`src/rtl/coffee_vend_ctrl.sv`:
```
// rtl/coffee_vend_ctrl.sv - coin-credit coffee vending controller with vend, 5c change payout and cancel refund.
module coffee_vend_ctrl #(
   parameter int PRICE    = 3,
   parameter int CREDIT_W = 5
) (
   input  logic                clk,
   input  logic                reset,
   input  logic [1:0]          coins,
   input  logic                cancel,
   output logic                coin_accept,
   output logic                coin_reject,
   output logic                coffee,
   output logic                change_coin,
   output logic [CREDIT_W-1:0] credit,
   output logic                busy
);

   localparam int MAX_CREDIT = 2**CREDIT_W - 1;
   localparam logic [CREDIT_W:0]   C_MAX_W   = (CREDIT_W+1)'(MAX_CREDIT);
   localparam logic [CREDIT_W:0]   C_PRICE_W = (CREDIT_W+1)'(PRICE);
   localparam logic [CREDIT_W-1:0] C_PRICE   = CREDIT_W'(PRICE);
   localparam logic [CREDIT_W-1:0] C_ONE     = CREDIT_W'(1);

   typedef enum logic [1:0] {
      S_COLLECT = 2'd0,
      S_VEND    = 2'd1,
      S_CHANGE  = 2'd2
   } state_t;

   state_t              r_state;
   state_t              w_next;
   logic [CREDIT_W-1:0] r_credit;
   logic [CREDIT_W-1:0] w_credit_next;
   logic                r_coffee;
   logic                r_change;
   logic                r_busy;
   logic [CREDIT_W:0]   w_coin_val;
   logic [CREDIT_W:0]   w_sum;
   logic                w_coin_present;
   logic                w_accept;
   logic                w_reject;

   always_comb begin
      case (coins)
         2'b01:   w_coin_val = (CREDIT_W+1)'(1);
         2'b10:   w_coin_val = (CREDIT_W+1)'(2);
         2'b11:   w_coin_val = (CREDIT_W+1)'(5);
         default: w_coin_val = '0;
      endcase
   end

   // One extra bit so an overflowing coin is detected instead of wrapping.
   assign w_sum          = {1'b0, r_credit} + w_coin_val;
   assign w_coin_present = (coins != 2'b00);

   always_comb begin
      w_next        = r_state;
      w_credit_next = r_credit;
      w_accept      = 1'b0;
      w_reject      = 1'b0;
      case (r_state)
         S_COLLECT: begin
            if (cancel && (r_credit != '0)) begin
               w_reject = w_coin_present;
               w_next   = S_CHANGE;
            end else if (w_coin_present) begin
               if (w_sum > C_MAX_W) begin
                  w_reject = 1'b1;
               end else begin
                  w_accept      = 1'b1;
                  w_credit_next = w_sum[CREDIT_W-1:0];
                  if (w_sum >= C_PRICE_W) w_next = S_VEND;
               end
            end
         end
         S_VEND: begin
            w_reject      = w_coin_present;
            w_credit_next = r_credit - C_PRICE;
            w_next        = (r_credit != C_PRICE) ? S_CHANGE : S_COLLECT;
         end
         S_CHANGE: begin
            // Leave on the pulse that pays out the last unit of credit.
            w_reject      = w_coin_present;
            w_credit_next = r_credit - C_ONE;
            w_next        = (r_credit == C_ONE) ? S_COLLECT : S_CHANGE;
         end
         default: begin
            w_next = S_COLLECT;
         end
      endcase
   end

   always_ff @(posedge clk) begin
      if (reset) begin
         r_state  <= S_COLLECT;
         r_credit <= '0;
         r_coffee <= 1'b0;
         r_change <= 1'b0;
         r_busy   <= 1'b0;
      end else begin
         r_state  <= w_next;
         r_credit <= w_credit_next;
         r_coffee <= (w_next == S_VEND);
         r_change <= (w_next == S_CHANGE);
         r_busy   <= (w_next != S_COLLECT);
      end
   end

   assign coin_accept = w_accept;
   assign coin_reject = w_reject;
   assign coffee      = r_coffee;
   assign change_coin = r_change;
   assign credit      = r_credit;
   assign busy        = r_busy;

endmodule
```
`config.mk`:
```
export PLATFORM = sky130hd
export DESIGN_NAME = coffee_vend_ctrl
export DESIGN_NICKNAME = d
export VERILOG_FILES = /design/src/rtl/coffee_vend_ctrl.sv
export SDC_FILE = /design/constraint.sdc
export NUM_CORES = 1
export LEC_CHECK = 0
export CAP_MARGIN = 30
export CORE_MARGIN = 1.5
export CORE_UTILIZATION = 30
export CTS_BUF_LIST = sky130_fd_sc_hd__clkbuf_4
export CTS_CLUSTER_SIZE = 24
export DETAILED_ROUTE_END_ITERATION = 8
export DONT_BUFFER_PORTS = 1
export GPL_ROUTABILITY_DRIVEN = 0
export PLACE_DENSITY = 0.55
export SETUP_SLACK_MARGIN = 0.02
export SKIP_CTS_REPAIR_TIMING = 1
export SLEW_MARGIN = 20
export SYNTH_ARGS = -nofsm -noshare
export SYNTH_HDL_FRONTEND = slang
export SYNTH_SLANG_ARGS = --single-unit
```
`constraint.sdc`:
```
create_clock -name clk -period 2.4 [get_ports clk]
set_clock_uncertainty 0.15 [all_clocks]
set_input_delay 0.48 -clock clk [delete_from_list [all_inputs] [get_ports clk]]
set_output_delay 0.48 -clock clk [all_outputs]
set_load 0.01 [all_outputs]
```
Word level (Yosys, flattened, before mapping)
Cells that the tools add are included.
Storage, ports and cells
  register bits: 10
  bits in latches: 0
  memory bits (writable): 0
  bits in read-only memories: 0
  bits of input ports: 5
  output and inout port bits: 10
  word-level logic and storage cells: 50
  memories kept: 0
Operators by class
  add/sub/neg operators: 3
  multiply operators: 0
  div/mod/pow operators: 0
  $lt $le $gt $ge: 2
  equal/unequal tests: 12
  shifts and indexed selects: 0
  multiplexer cells: 20
  bitwise gates (word level): 0
  reductions and logical operators: 8
Operators by type and width (number)
  5-bit two-way mux: 3
  5-bit case mux with 3 select lines: 1
  2-bit two-way mux: 6
  3-bit case mux with 3 select lines: 1
  2-bit equality test, second input constant: 4
  1-bit two-way mux: 7
  5-bit by 6-bit adder with 6-bit output: 1
  2-bit by 1-bit equality test with 1-bit output, second input constant: 3
  6-bit by 2-bit >= comparator with 1-bit output, second input constant: 1
  6-bit by 5-bit > comparator with 1-bit output, second input constant: 1
  2-bit != test, second input constant: 3
  2-bit case mux with 3 select lines: 1
  5-bit by 1-bit equality test with 1-bit output, second input constant: 1
  5-bit by 2-bit != test with 1-bit output, second input constant: 1
  5-bit nonzero test: 1
  5-bit by 1-bit subtractor with 5-bit output, second input constant: 1
  5-bit by 2-bit subtractor with 5-bit output, second input constant: 1
  4-bit AND reduction: 1
  2-bit nonzero test: 2
  3-bit nonzero test: 1
  2-bit logical NOT: 1
  1-bit case mux with 2 select lines: 1
  2-bit OR reduction: 1
  1-bit logical AND: 1

Longest topological paths before layout
  depth in word-level cells: 10
  mapped depth: 9
  gate-level depth less buffers: 8

Worst setup path after synthesis
Ideal clock, no wire load.
  kind: input port to output port
  start: in coins[1]
  end: out coin_reject
  data arrival time: 1629 ps
  data required time: 1770 ps
  setup slack: 141 ps
  stages: 6
  path buffers: 0
  path through: and2_1 > ha_1 > o211ai_1 > nor2_1 > nand2_1 > a311oi_1
Between the ends
  longest elaborated chain between the ends: 8
  elaborated cells between the ends (all ways): 11
  classes of those cells: 1 x add/sub; 1 x order compare; 3 x eq/ne; 5 x mux; 1 x reduce/logical
RTL lines
  start, declared: RTL line 8  | input logic [1:0] coins,
  2-bit equality test or 2-bit by 1-bit equality test with 1-bit output (tied branches): RTL line 44  | case (coins)
  3-bit case mux with 3 select lines: RTL line 44
  5-bit by 6-bit adder with 6-bit output: RTL line 53  | assign w_sum = {1'b0, r_credit} + w_coin_val;
  6-bit by 5-bit > comparator with 1-bit output: RTL line 67  | if (w_sum > C_MAX_W) begin
  1-bit two-way mux: RTL line 67
  1-bit two-way mux: RTL line 66  | end else if (w_coin_present) begin
  1-bit two-way mux: RTL line 63  | if (cancel && (r_credit != '0)) begin
  1-bit case mux with 2 select lines (*): RTL line 61  | case (r_state)
  end, declared: RTL line 11  | output logic coin_reject,
Every way passes the cells marked *; elsewhere a longest branch is shown, timed or not.

Final worst setup path
  start: reg r_credit[1], in the netlist credit[1]
  end: out coin_reject
Between the ends
  longest elaborated chain between the ends: 6
  elaborated cells between the ends (all ways): 8
  classes of those cells: 1 x add/sub; 1 x order compare; 4 x mux; 2 x reduce/logical
RTL lines
  start, declared: RTL line 32  | logic [CREDIT_W-1:0] r_credit;
  start signal, assigned: RTL line 102  | r_credit <= w_credit_next;
  5-bit by 6-bit adder with 6-bit output: RTL line 53
  6-bit by 5-bit > comparator with 1-bit output: RTL line 67
  1-bit two-way mux: RTL line 67
  1-bit two-way mux: RTL line 66
  1-bit two-way mux (*): RTL line 63
  1-bit case mux with 2 select lines (*): RTL line 61
Marked as above.

==> reports/metrics.cfg <==
[status]
status = finished, final reports clean

[final_layout]
post-route-util = 0.385
layout_commonest_cell = buf_4
syn_to_final_growth_pct = 18.9
drive_above_1_share = 0.232
layout.nets = 143
diodes = 0
final_cell_mix = buf_4 (13), nor2_1 (12), inv_1 (10)

[grt]
grt_pass1_vias = 800
track_usage = 0.153
overflow = 0
grt_max_degree = 12
antenna_found_initial = 0
grt_pass1_wl_um = 3910

[pwr]
leakagePower_nw = 0.451
p_per_area_nw_per_um2 = 1550
ir_worst_vdd_v = 0.000788

[route]
vias_per_cell = 5.36
detail-route-antenna-nets = 0
drt_iter0_drc = 43
drc_errors = 0
wirelength_um = 2340
wl_per_cell_um = 15.0
num_vias = 836
drtPass1Iterations = 4

[clock_tree]
cts.clk_slew.worst_paths_ps = 70
cts_tree = yes
cts_made_buffers = 3
cts.path.max_buffers = 2
htreeDepth = 1
clock-sinks = 10
cts-root-buf = clkbuf_4
clkLatencyLatePin_ps = 280

[floorplanning]
fp.coreArea_sq_um = 2830
start_util = 0.324
row_count = 19
die-area_sq_um = 3390
die_y_um = 58.3
fp.dieW_um = 58.3
ioPinCount = 15

[sta]
fin_crit_sh = 0.962
maxSlewHeadroom = 0.781
fin_crit_ps = 2310
hold_viol_final = 0
fmax_mhz = 433
fin_setup_tns_ps = 0
rsz0062_at_grt = false
worst_slew_pin_slew_ps = 328
final_max_slew_viol_count = 0
setup_violations = 0

[run]
max-cap-violations = 0

[critical_path]
start_kind = flop
worstPathRequired_ps = 1770
crit_arrival_ps = 1680
cp-end-kind = output pin
worstPathMaxFanout = 4
critPathKind = flop to output pin

[yosys]
synth_top_flop_cell = dfxtp_1
yosysSeqAreaShare = 0.219
yosys.area.top_type_share = 0.219
synth_area_per_cell_sq_um = 8.11
synth_cells = 113
syn-num-nets = 130
ys_seq_elements = 10
synth_area_sq_um = 916
yosysTopAreaCell = dfxtp_1
synth_area_leaders = dfxtp_1 (22%), ha_1 (15%), a211oi_1 (4.9%)
async_flop_share = 0
synth_cell_types = 41
ys_warn_count = 0
synth_edf_count = 0

[placement]
port_buffers = 0
hpwl_um = 1780

[hold_path]
min_path_type = primary input to flop

logic make-up after synthesis:
kind of cell             Yosys count  share of synthesized area
multiplexers                       1                     0.0109
flip-flops                        10                      0.219
AND/OR/NAND/NOR                   34                      0.198
buffers and inverters             17                     0.0833
AO/OA/AOI/OAI                     35                      0.279
XOR/XNOR                           4                     0.0383
adder cells (fa/ha/maj)           12                      0.172
worst max-delay path, stage by stage, from the launching register on:
cell      delay [ps]
dfxtp_4          390
inv_2             70
ha_1             200
nor4b_4          140
nand3b_1         210
a311oi_1         230
buf_4            160
area by class of cell:
type / count / area, sq um
Tap cell: 31 / 38.8
Clock buffer: 3 / 22.5
Clock inverter: 1 / 3.75
Multi-Input combinational cell: 86 / 669
Fill cell: 289 / 1740
Timing Repair Buffer: 13 / 97.6
Inverter: 12 / 48.8
Sequential cell: 10 / 208
registers in the layout, indices dropped and copies added (netlist names):
signal and cells:
busy 1, change_coin 1, credit 5, coffee 1, r_state 2
Yosys cell counts, drive strengths merged, types with 2 or more instances:
cell	number
a211oi	6
a21oi	8
buf	3
clkbuf	2
dfxtp	10
ha	11
inv	12
nand2	5
nand2b	2
nand3	2
nor2	12
nor2b	3
nor3	5
o21ai	6
o22ai	3
xor2	3
final timing paths:
check / start / to / slack [ps] / depth (start not counted)
min reg2reg: r_state[1] / r_state[1] / 410 / 2
min: reset / credit[1] / 100 / 1
max: credit[1] / coin_reject / 90 / 6
max reg2reg: credit[0] / busy / 260 / 7
report_power, final:
part           internal [mW]  leakage (nW)  switching, mW
combinational          0.568         0.351          0.662
sequential             0.244        0.0842         0.0804
clock                 0.0604        0.0154         0.0702
total                  0.872         0.451          0.813
through the flow:
step	total power, mW	worst slack [ps]	cell area (sq um)	hold slack (ps)	std cells
2_1_floorplan	1.16	141	916	384	113
3_5_place_dp	1.41	93.2	983	406	147
5_1_grt	1.84	20.0	1090	90.8	156
4_1_cts	1.55	-164	1010	106	151
6_report	1.69	91.8	1090	105	156
3_3_place_gp	1.40	108	983	405	147
per-layer routing:
metal | up-vias | wire (um) | track usage
met3 | 6 | 167 | 0.0625
li1 | 422 | - | -
met1 | 382 | 1050 | 0.196
met4 | 0 | 46 | 0.0664
met5 | - | 0 | 0
met2 | 26 | 1080 | 0.226
Note: power is estimated with default switching activity, not from simulation.
